File: src/rtl/id_stage_pipe_pkg.sv
// Shared decode constants for the ID stage: opcodes, ALUOp encodings, control-field bit positions.
// Latency: n/a (declarations and pure functions only).
// Backpressure: n/a.
package id_pkg;

    localparam logic [5:0] OP_RTYPE = 6'h00;
    localparam logic [5:0] OP_LW    = 6'h23;
    localparam logic [5:0] OP_SW    = 6'h2B;
    localparam logic [5:0] OP_BEQ   = 6'h04;

    localparam logic [1:0] ALUOP_ADD   = 2'b00;
    localparam logic [1:0] ALUOP_SUB   = 2'b01;
    localparam logic [1:0] ALUOP_RTYPE = 2'b10;

    // wb_ctlout = {RegWrite, MemtoReg}
    localparam int WB_REGWRITE = 1;
    localparam int WB_MEMTOREG = 0;
    // m_ctlout = {Branch, MemRead, MemWrite}
    localparam int M_BRANCH   = 2;
    localparam int M_MEMREAD  = 1;
    localparam int M_MEMWRITE = 0;
    // ex_ctlout = {RegDst, ALUOp[1:0], ALUSrc}
    localparam int EX_REGDST   = 3;
    localparam int EX_ALUOP_HI = 2;
    localparam int EX_ALUOP_LO = 1;
    localparam int EX_ALUSRC   = 0;

    typedef struct packed {
        logic [1:0] wb;
        logic [2:0] m;
        logic [3:0] ex;
    } ctl_t;

    // Main control table; unknown opcodes decode to a NOP (all zero).
    function automatic ctl_t decode_ctl(input logic [5:0] op);
        ctl_t c;
        c = '0;
        case (op)
            OP_RTYPE: begin
                c.ex[EX_REGDST]                = 1'b1;
                c.ex[EX_ALUOP_HI:EX_ALUOP_LO]  = ALUOP_RTYPE;
                c.wb[WB_REGWRITE]              = 1'b1;
            end
            OP_LW: begin
                c.ex[EX_ALUSRC]                = 1'b1;
                c.ex[EX_ALUOP_HI:EX_ALUOP_LO]  = ALUOP_ADD;
                c.wb[WB_MEMTOREG]              = 1'b1;
                c.wb[WB_REGWRITE]              = 1'b1;
                c.m[M_MEMREAD]                 = 1'b1;
            end
            OP_SW: begin
                c.ex[EX_ALUSRC]                = 1'b1;
                c.ex[EX_ALUOP_HI:EX_ALUOP_LO]  = ALUOP_ADD;
                c.m[M_MEMWRITE]                = 1'b1;
            end
            OP_BEQ: begin
                c.ex[EX_ALUOP_HI:EX_ALUOP_LO]  = ALUOP_SUB;
                c.m[M_BRANCH]                  = 1'b1;
            end
            default: c = '0;
        endcase
        return c;
    endfunction

    // Opcodes whose rt field is a source operand (lw only writes rt).
    function automatic logic reads_rt(input logic [5:0] op);
        return (op == OP_RTYPE) || (op == OP_SW) || (op == OP_BEQ);
    endfunction

endpackage

File: src/rtl/id_stage_pipe_if.sv
// IF/ID-in, WB-in and ID/EX-out signal bundle for the decode stage.
// Latency: n/a (wiring only).
// Backpressure: stall_out travels upstream through this bundle.
interface id_stage_pipe_if #(
    parameter int DATA_W = 32,
    parameter int REG_AW = 5
);
    logic [31:0]       instr_in;
    logic [DATA_W-1:0] npc_in;
    logic              valid_in;
    logic              flush_in;
    logic              wb_en;
    logic [REG_AW-1:0] wb_reg;
    logic [DATA_W-1:0] wb_data;
    logic              stall_out;
    logic              valid_out;
    logic [1:0]        wb_ctlout;
    logic [2:0]        m_ctlout;
    logic [3:0]        ex_ctlout;
    logic [DATA_W-1:0] npcout;
    logic [DATA_W-1:0] rdata1out;
    logic [DATA_W-1:0] rdata2out;
    logic [DATA_W-1:0] s_extendout;
    logic [4:0]        rt_out;
    logic [4:0]        rd_out;

    modport master (
        output instr_in, npc_in, valid_in, flush_in, wb_en, wb_reg, wb_data,
        input  stall_out, valid_out, wb_ctlout, m_ctlout, ex_ctlout,
               npcout, rdata1out, rdata2out, s_extendout, rt_out, rd_out
    );

    modport slave (
        input  instr_in, npc_in, valid_in, flush_in, wb_en, wb_reg, wb_data,
        output stall_out, valid_out, wb_ctlout, m_ctlout, ex_ctlout,
               npcout, rdata1out, rdata2out, s_extendout, rt_out, rd_out
    );
endinterface

File: src/rtl/id_stage_pipe_regfile.sv
// Two-read / one-write register file, r0 hard-wired to zero, optional write-through bypass.
// Latency: reads combinational, writes land on the rising edge.
// Backpressure: none; the write port is always accepted.
module id_regfile #(
    parameter int DATA_W    = 32,
    parameter int NREGS     = 32,
    parameter int BYPASS_EN = 1,
    localparam int AW       = $clog2(NREGS)
) (
    input  logic              clk,
    input  logic              reset,
    input  logic              we,
    input  logic [AW-1:0]     waddr,
    input  logic [DATA_W-1:0] wdata,
    input  logic [AW-1:0]     raddr1,
    input  logic [AW-1:0]     raddr2,
    output logic [DATA_W-1:0] rdata1,
    output logic [DATA_W-1:0] rdata2
);
    logic [DATA_W-1:0] mem [NREGS];

    // Storage: cleared on reset, r0 never written.
    always_ff @(posedge clk or negedge reset) begin
        if (!reset) begin
            for (int i = 0; i < NREGS; i++) mem[i] <= '0;
        end else if (we && (waddr != '0)) begin
            mem[waddr] <= wdata;
        end
    end

    // Read ports: r0 reads zero; a same-cycle write to a nonzero index wins when bypass is on.
    always_comb begin
        rdata1 = (raddr1 == '0) ? '0 : mem[raddr1];
        rdata2 = (raddr2 == '0) ? '0 : mem[raddr2];
        if ((BYPASS_EN != 0) && we && (raddr1 != '0) && (waddr == raddr1)) rdata1 = wdata;
        if ((BYPASS_EN != 0) && we && (raddr2 != '0) && (waddr == raddr2)) rdata2 = wdata;
    end
endmodule

File: src/rtl/id_stage_pipe.sv
// Decode stage: control decode, regfile read, sign extend, load-use hazard and the ID/EX register.
// Latency: 1 cycle instr_in -> ID/EX outputs (2 when a load-use stall inserts a bubble).
// Backpressure: stall_out (combinational) holds PC and IF/ID while a bubble is inserted.
module id_stage_pipe
    import id_pkg::*;
#(
    parameter int DATA_W    = 32,
    parameter int NREGS     = 32,
    parameter int BYPASS_EN = 1
) (
    input  logic         clk,
    input  logic         reset,
    id_stage_pipe_if.slave bus
);
    localparam int REG_AW = $clog2(NREGS);

    logic [5:0]        opcode;
    logic [4:0]        rs;
    logic [4:0]        rt;
    ctl_t              ctl;
    logic [DATA_W-1:0] rdata1;
    logic [DATA_W-1:0] rdata2;
    logic [DATA_W-1:0] s_extend;
    logic              stall;

    assign opcode   = bus.instr_in[31:26];
    assign rs       = bus.instr_in[25:21];
    assign rt       = bus.instr_in[20:16];
    assign ctl      = decode_ctl(opcode);
    assign s_extend = {{(DATA_W-16){bus.instr_in[15]}}, bus.instr_in[15:0]};

    id_regfile #(
        .DATA_W    (DATA_W),
        .NREGS     (NREGS),
        .BYPASS_EN (BYPASS_EN)
    ) u_regfile (
        .clk    (clk),
        .reset  (reset),
        .we     (bus.wb_en),
        .waddr  (bus.wb_reg),
        .wdata  (bus.wb_data),
        .raddr1 (rs[REG_AW-1:0]),
        .raddr2 (rt[REG_AW-1:0]),
        .rdata1 (rdata1),
        .rdata2 (rdata2)
    );

    // Load-use hazard: the load in ID/EX targets a register this instruction sources.
    always_comb begin
        stall = reset && bus.valid_in && bus.valid_out
              && bus.m_ctlout[M_MEMREAD] && (bus.rt_out != 5'd0)
              && ((bus.rt_out == rs) || ((bus.rt_out == rt) && reads_rt(opcode)));
    end

    assign bus.stall_out = stall;

    // ID/EX register: data always loads; flush, stall or an empty slot turn the control into a bubble.
    always_ff @(posedge clk or negedge reset) begin
        if (!reset) begin
            bus.valid_out   <= 1'b0;
            bus.wb_ctlout   <= '0;
            bus.m_ctlout    <= '0;
            bus.ex_ctlout   <= '0;
            bus.npcout      <= '0;
            bus.rdata1out   <= '0;
            bus.rdata2out   <= '0;
            bus.s_extendout <= '0;
            bus.rt_out      <= '0;
            bus.rd_out      <= '0;
        end else begin
            bus.npcout      <= bus.npc_in;
            bus.rdata1out   <= rdata1;
            bus.rdata2out   <= rdata2;
            bus.s_extendout <= s_extend;
            bus.rt_out      <= bus.instr_in[20:16];
            bus.rd_out      <= bus.instr_in[15:11];
            if (bus.flush_in || stall || !bus.valid_in) begin
                bus.valid_out <= 1'b0;
                bus.wb_ctlout <= '0;
                bus.m_ctlout  <= '0;
                bus.ex_ctlout <= '0;
            end else begin
                bus.valid_out <= 1'b1;
                bus.wb_ctlout <= ctl.wb;
                bus.m_ctlout  <= ctl.m;
                bus.ex_ctlout <= ctl.ex;
            end
        end
    end
endmodule

File: src/flat_wrapper.sv
// flat-port wrapper written by rule: the top's interface ports become plain ports
module id_stage_pipe_flat import id_pkg::*;
#(
    parameter int DATA_W    = 32,
    parameter int NREGS     = 32,
    parameter int BYPASS_EN = 1
)
  (clk, reset, bus_instr_in, bus_npc_in, bus_valid_in, bus_flush_in, bus_wb_en, bus_wb_reg, bus_wb_data, bus_stall_out, bus_valid_out, bus_wb_ctlout, bus_m_ctlout, bus_ex_ctlout, bus_npcout, bus_rdata1out, bus_rdata2out, bus_s_extendout, bus_rt_out, bus_rd_out);
  id_stage_pipe_if #(.DATA_W(DATA_W)) bus_i ();
  input  logic clk;
  input  logic reset;
  input wire logic [$bits(bus_i.instr_in)-1:0] bus_instr_in;
  input wire logic [$bits(bus_i.npc_in)-1:0] bus_npc_in;
  input wire logic [$bits(bus_i.valid_in)-1:0] bus_valid_in;
  input wire logic [$bits(bus_i.flush_in)-1:0] bus_flush_in;
  input wire logic [$bits(bus_i.wb_en)-1:0] bus_wb_en;
  input wire logic [$bits(bus_i.wb_reg)-1:0] bus_wb_reg;
  input wire logic [$bits(bus_i.wb_data)-1:0] bus_wb_data;
  output wire logic [$bits(bus_i.stall_out)-1:0] bus_stall_out;
  output wire logic [$bits(bus_i.valid_out)-1:0] bus_valid_out;
  output wire logic [$bits(bus_i.wb_ctlout)-1:0] bus_wb_ctlout;
  output wire logic [$bits(bus_i.m_ctlout)-1:0] bus_m_ctlout;
  output wire logic [$bits(bus_i.ex_ctlout)-1:0] bus_ex_ctlout;
  output wire logic [$bits(bus_i.npcout)-1:0] bus_npcout;
  output wire logic [$bits(bus_i.rdata1out)-1:0] bus_rdata1out;
  output wire logic [$bits(bus_i.rdata2out)-1:0] bus_rdata2out;
  output wire logic [$bits(bus_i.s_extendout)-1:0] bus_s_extendout;
  output wire logic [$bits(bus_i.rt_out)-1:0] bus_rt_out;
  output wire logic [$bits(bus_i.rd_out)-1:0] bus_rd_out;
  assign bus_i.instr_in = bus_instr_in;
  assign bus_i.npc_in = bus_npc_in;
  assign bus_i.valid_in = bus_valid_in;
  assign bus_i.flush_in = bus_flush_in;
  assign bus_i.wb_en = bus_wb_en;
  assign bus_i.wb_reg = bus_wb_reg;
  assign bus_i.wb_data = bus_wb_data;
  assign bus_stall_out = bus_i.stall_out;
  assign bus_valid_out = bus_i.valid_out;
  assign bus_wb_ctlout = bus_i.wb_ctlout;
  assign bus_m_ctlout = bus_i.m_ctlout;
  assign bus_ex_ctlout = bus_i.ex_ctlout;
  assign bus_npcout = bus_i.npcout;
  assign bus_rdata1out = bus_i.rdata1out;
  assign bus_rdata2out = bus_i.rdata2out;
  assign bus_s_extendout = bus_i.s_extendout;
  assign bus_rt_out = bus_i.rt_out;
  assign bus_rd_out = bus_i.rd_out;
  id_stage_pipe #(.DATA_W(DATA_W), .NREGS(NREGS), .BYPASS_EN(BYPASS_EN)) u_core (.clk(clk), .reset(reset), .bus(bus_i));
endmodule
File: config.mk
export PLATFORM = sky130hd
export DESIGN_NAME = id_stage_pipe_flat
export DESIGN_NICKNAME = d
export VERILOG_FILES = /design/src/rtl/id_stage_pipe_pkg.sv /design/src/rtl/id_stage_pipe_if.sv /design/src/rtl/id_stage_pipe_regfile.sv /design/src/rtl/id_stage_pipe.sv /design/src/flat_wrapper.sv
export SDC_FILE = /design/constraint.sdc
export NUM_CORES = 2
export LEC_CHECK = 0
export BUFFER_PORTS_ARGS = -buffer_cell sky130_fd_sc_hd__clkbuf_2
export CAP_MARGIN = 20
export CORE_MARGIN = 3
export CORE_UTILIZATION = 55
export DETAILED_ROUTE_END_ITERATION = 8
export PLACE_DENSITY_LB_ADDON = 0.1
export SYNTH_ARGS = -nofsm -noshare
export SYNTH_HDL_FRONTEND = slang
export SYNTH_HIERARCHICAL = 1
export SYNTH_SLANG_ARGS = --single-unit
File: constraint.sdc
create_clock -name clk -period 1.8 [get_ports clk]
set_clock_uncertainty 0.15 [all_clocks]
set_input_delay 0.18 -clock clk [delete_from_list [all_inputs] [get_ports clk]]
set_output_delay 0.18 -clock clk [all_outputs]
set_load 0.02 [all_outputs]
==> metrics <==
Clock Tree Buf Depth 3; Min Hold Slack -232 ps; worst-case reg-to-reg path depth 6; Post-Synthesis Mean Instance Area 14.8 µm²; wire per inst 33.8 µm; worst path buffer plus inverter count 1; drt first pass iters 5; IR drop worst, VDD approximately 0.00092 V; post-DP HPWL 145 mm; crit path DAT 2400 ps; I/O Buffers 254; Cell Area, Synth 59600 µm²; RR Endpoint u_core/bus.m_ctlout[1]; Crit path required time about 1500 ps; Clock Latency Late Sink 760 ps; initial drt markers 4318; most frequent cell after synthesis dfrtp_1; final antenna-violating net count 0; H-Tree Depth 4; post-route clock period utilization 1.52; Cell Chain, Critical Path or4_4, o21ai_2, and4b_4, or2_4, buf_6; sequential area share after synthesis 0.483; CP delay by family, top simple AND/OR/NAND/NOR gates; post-synthesis cell count roughly 4000; number of max-cap violations 0; CP max stage delay 530 ps; final WL 214 mm; fin nets 4942; worst rel slew slack 0.466; Global Route Usage Sum 0.383; vias in the first global route 43900; Distinct cells, synth 70; Final GP Congestion 0.923; Fillers 7331; worst min path class input port to register; DRC viols 0; # rows 120; height of the die 335 µm; leakage 33.6 nW; top-area cell type share of the netlist area 0.483; TritonCTS Buffers 133; DR vias/cell 6.81; Commonest cells post-synth 1149 x dfrtp_1, 908 x mux2_2, 427 x mux4_2; Crit Path Category register to output pin; largest cells by area after synthesis dfrtp_1 48%, mux2_2 17%, mux4_2 16%; failing checks negative hold slack, negative setup slack; Post-CTS Hold Buffers 132; CP startpoint kind register; CP startpoint u_core/bus.rt_out[2]; Synth Warn # 6; min setup slack post-route -933 ps; Async SR Flop Fraction 1.00; Final Setup Violations 17; Post-synth EDFFs 0; Core Area around 110000 µm²; Syn-to-layout area delta 25.5%; largest net degree at the start of global routing 129; Congestion Overflow GR 0; CTS tree done; Initial Utilization 0.555; R2R Path Start u_core/bus.rt_out[2]; Synth Flop Type dfrtp_1; Fmax achieved about 0.37 GHz; antenna violations before repair 11; Synth Net Count 4141; end of the critical path bus_stall_out; post-synthesis register bit count 1149; DIE AREA 112000 µm²; Slowest-stage cell, CP or4_4; Worst setup EP type output pin; RSZ-0062 raised after global routing yes; Max Slew Vio Count 0; I/O Pins 255; Worst-path clk slew about 60 ps; hold path depth 4; final core occ 0.697; reg2reg setup slack -240 ps; clk sink count 1149; root buffer cell clkbuf_16; leading area contributor after synthesis dfrtp_1; detailed-route via count 43200; Tmin final 2730 ps; cell depth of the worst setup path 5; peak fanout along the critical path 2; Worst Tran Pin Value about 800 ps; layout cell share with drive strength beyond 1 0.546; die width 335 µm; power density cells 1060 nW/µm²; global-route wire length before repair ~310 mm; Fin. Hold Viols 4; status complete, but fails checks
==> state kept, by name, summed over array words and instances, names as in the netlist, 3 cells and up <==
signal	cells
u_core/bus.npcout	32
u_core/bus.rd_out	5
u_core/bus.m_ctlout	3
u_core/bus.s_extendout	11
u_core/bus.rt_out	5
u_core/bus.rdata2out	32
u_core/bus.rdata1out	32
u_core/u_regfile/mem	1024
u_core/bus.ex_ctlout	3
==> kinds of logic after synthesis <==
kind of cell              Yosys count  synth area share
buffers and inverters             462            0.0418
muxes                            1664             0.390
AOI/OAI and AO/OA                 433            0.0561
DFF                              1149             0.483
xor gates and xnor gates           20           0.00325
and+or+nand+nor                   307            0.0261
==> worst min-delay path by stage <==
stage	startpoint	to	slack [ps]
after floorplan	reset	u_core/bus.ex_ctlout[0]	-270
after global placement	reset	u_core/u_regfile/mem[655]	-7
after detailed placement	reset	u_core/u_regfile/mem[655]	-10
after CTS	bus_instr_in[26]	u_core/bus.ex_ctlout[1]	-280
after global routing	bus_instr_in[31]	u_core/bus.ex_ctlout[2]	-220
final	bus_instr_in[26]	u_core/bus.ex_ctlout[2]	-230
==> cells in the final DEF (no fill, tap or decap), drive strengths merged, types with 18 or more instances in the layout <==
master,n
o22ai,62
clkinv,27
nand2,64
dfrtp,1149
mux2,999
dlygate4sd3,132
a22o,70
mux4,427
a21oi,22
nor2b,18
nor2,99
nor3,32
a211oi,34
a22oi,126
buf,749
o21ai,20
clkbuf,432
mux2i,238
o2111ai,28
nand3,26
a221oi,20
==> repair_timing <==
action | CTS | global route
hold endpoints to repair | 1156 | 3
pin swaps | 25 | 49
resized for setup | 67 | 87
endpoints found under the setup margin | 59 | 68
setup buffers | 11 | 13
==> report_power, final <==
part | total [W] | switching, W | internal [W]
Sequential | 0.0342 | 0.00366 | 0.0305
Combinational | 0.0177 | 0.00745 | 0.0103
Clock | 0.0272 | 0.0110 | 0.0162
Total | 0.0791 | 0.0221 | 0.0570
==> per-layer routing <==
layer | wire length, µm | part of all wire | up-vias | GRT usage
met2 | 97000 | 0.45 | 2444 | 0.581
met1 | 83100 | 0.39 | 22900 | 0.528
li1 | - | - | 17200 | -
met5 | 68 | 0.00032 | - | 0
met4 | 11800 | 0.055 | 10 | 0.177
met3 | 22100 | 0.10 | 656 | 0.0896
==> worst reg2reg max path: stages (launching register included) <==
cell     delay [ps]
dfrtp_2         400
or4_4           530
o21ai_2         160
buf_4           130
nor4_4           40
buf_4           220
nor4_4          290
==> area by class of cell <==
cell class | instances | area [µm²] | share of cell area
antenna | 4 | 10.0 | 0.000134
clock inverter | 41 | 457 | 0.00611
sequential | 1149 | 28800 | 0.385
timing repair buffer | 1124 | 10700 | 0.143
clock buffer | 189 | 3870 | 0.0518
inverter | 4 | 15.0 | 0.000201
multi-input combinational | 2424 | 29300 | 0.391
tap | 1403 | 1760 | 0.0235
==> stage by stage <==
step | setup TNS, ps | cell area [µm²] | instances | power (W) | setup slack (ps)
4_1_cts | -1760 | 74300 | 6327 | 0.0787 | -984
3_3_place_gp | -227260 | 68300 | 5958 | 0.0506 | -720
2_1_floorplan | -703 | 59900 | 4035 | 0.0443 | -269
5_1_grt | -3950 | 74800 | 6334 | 0.0820 | -1010
3_5_place_dp | -239080 | 68300 | 5958 | 0.0512 | -690
6_report | -2720 | 74800 | 6338 | 0.0791 | -933
Power figures use the tool's default switching activity.
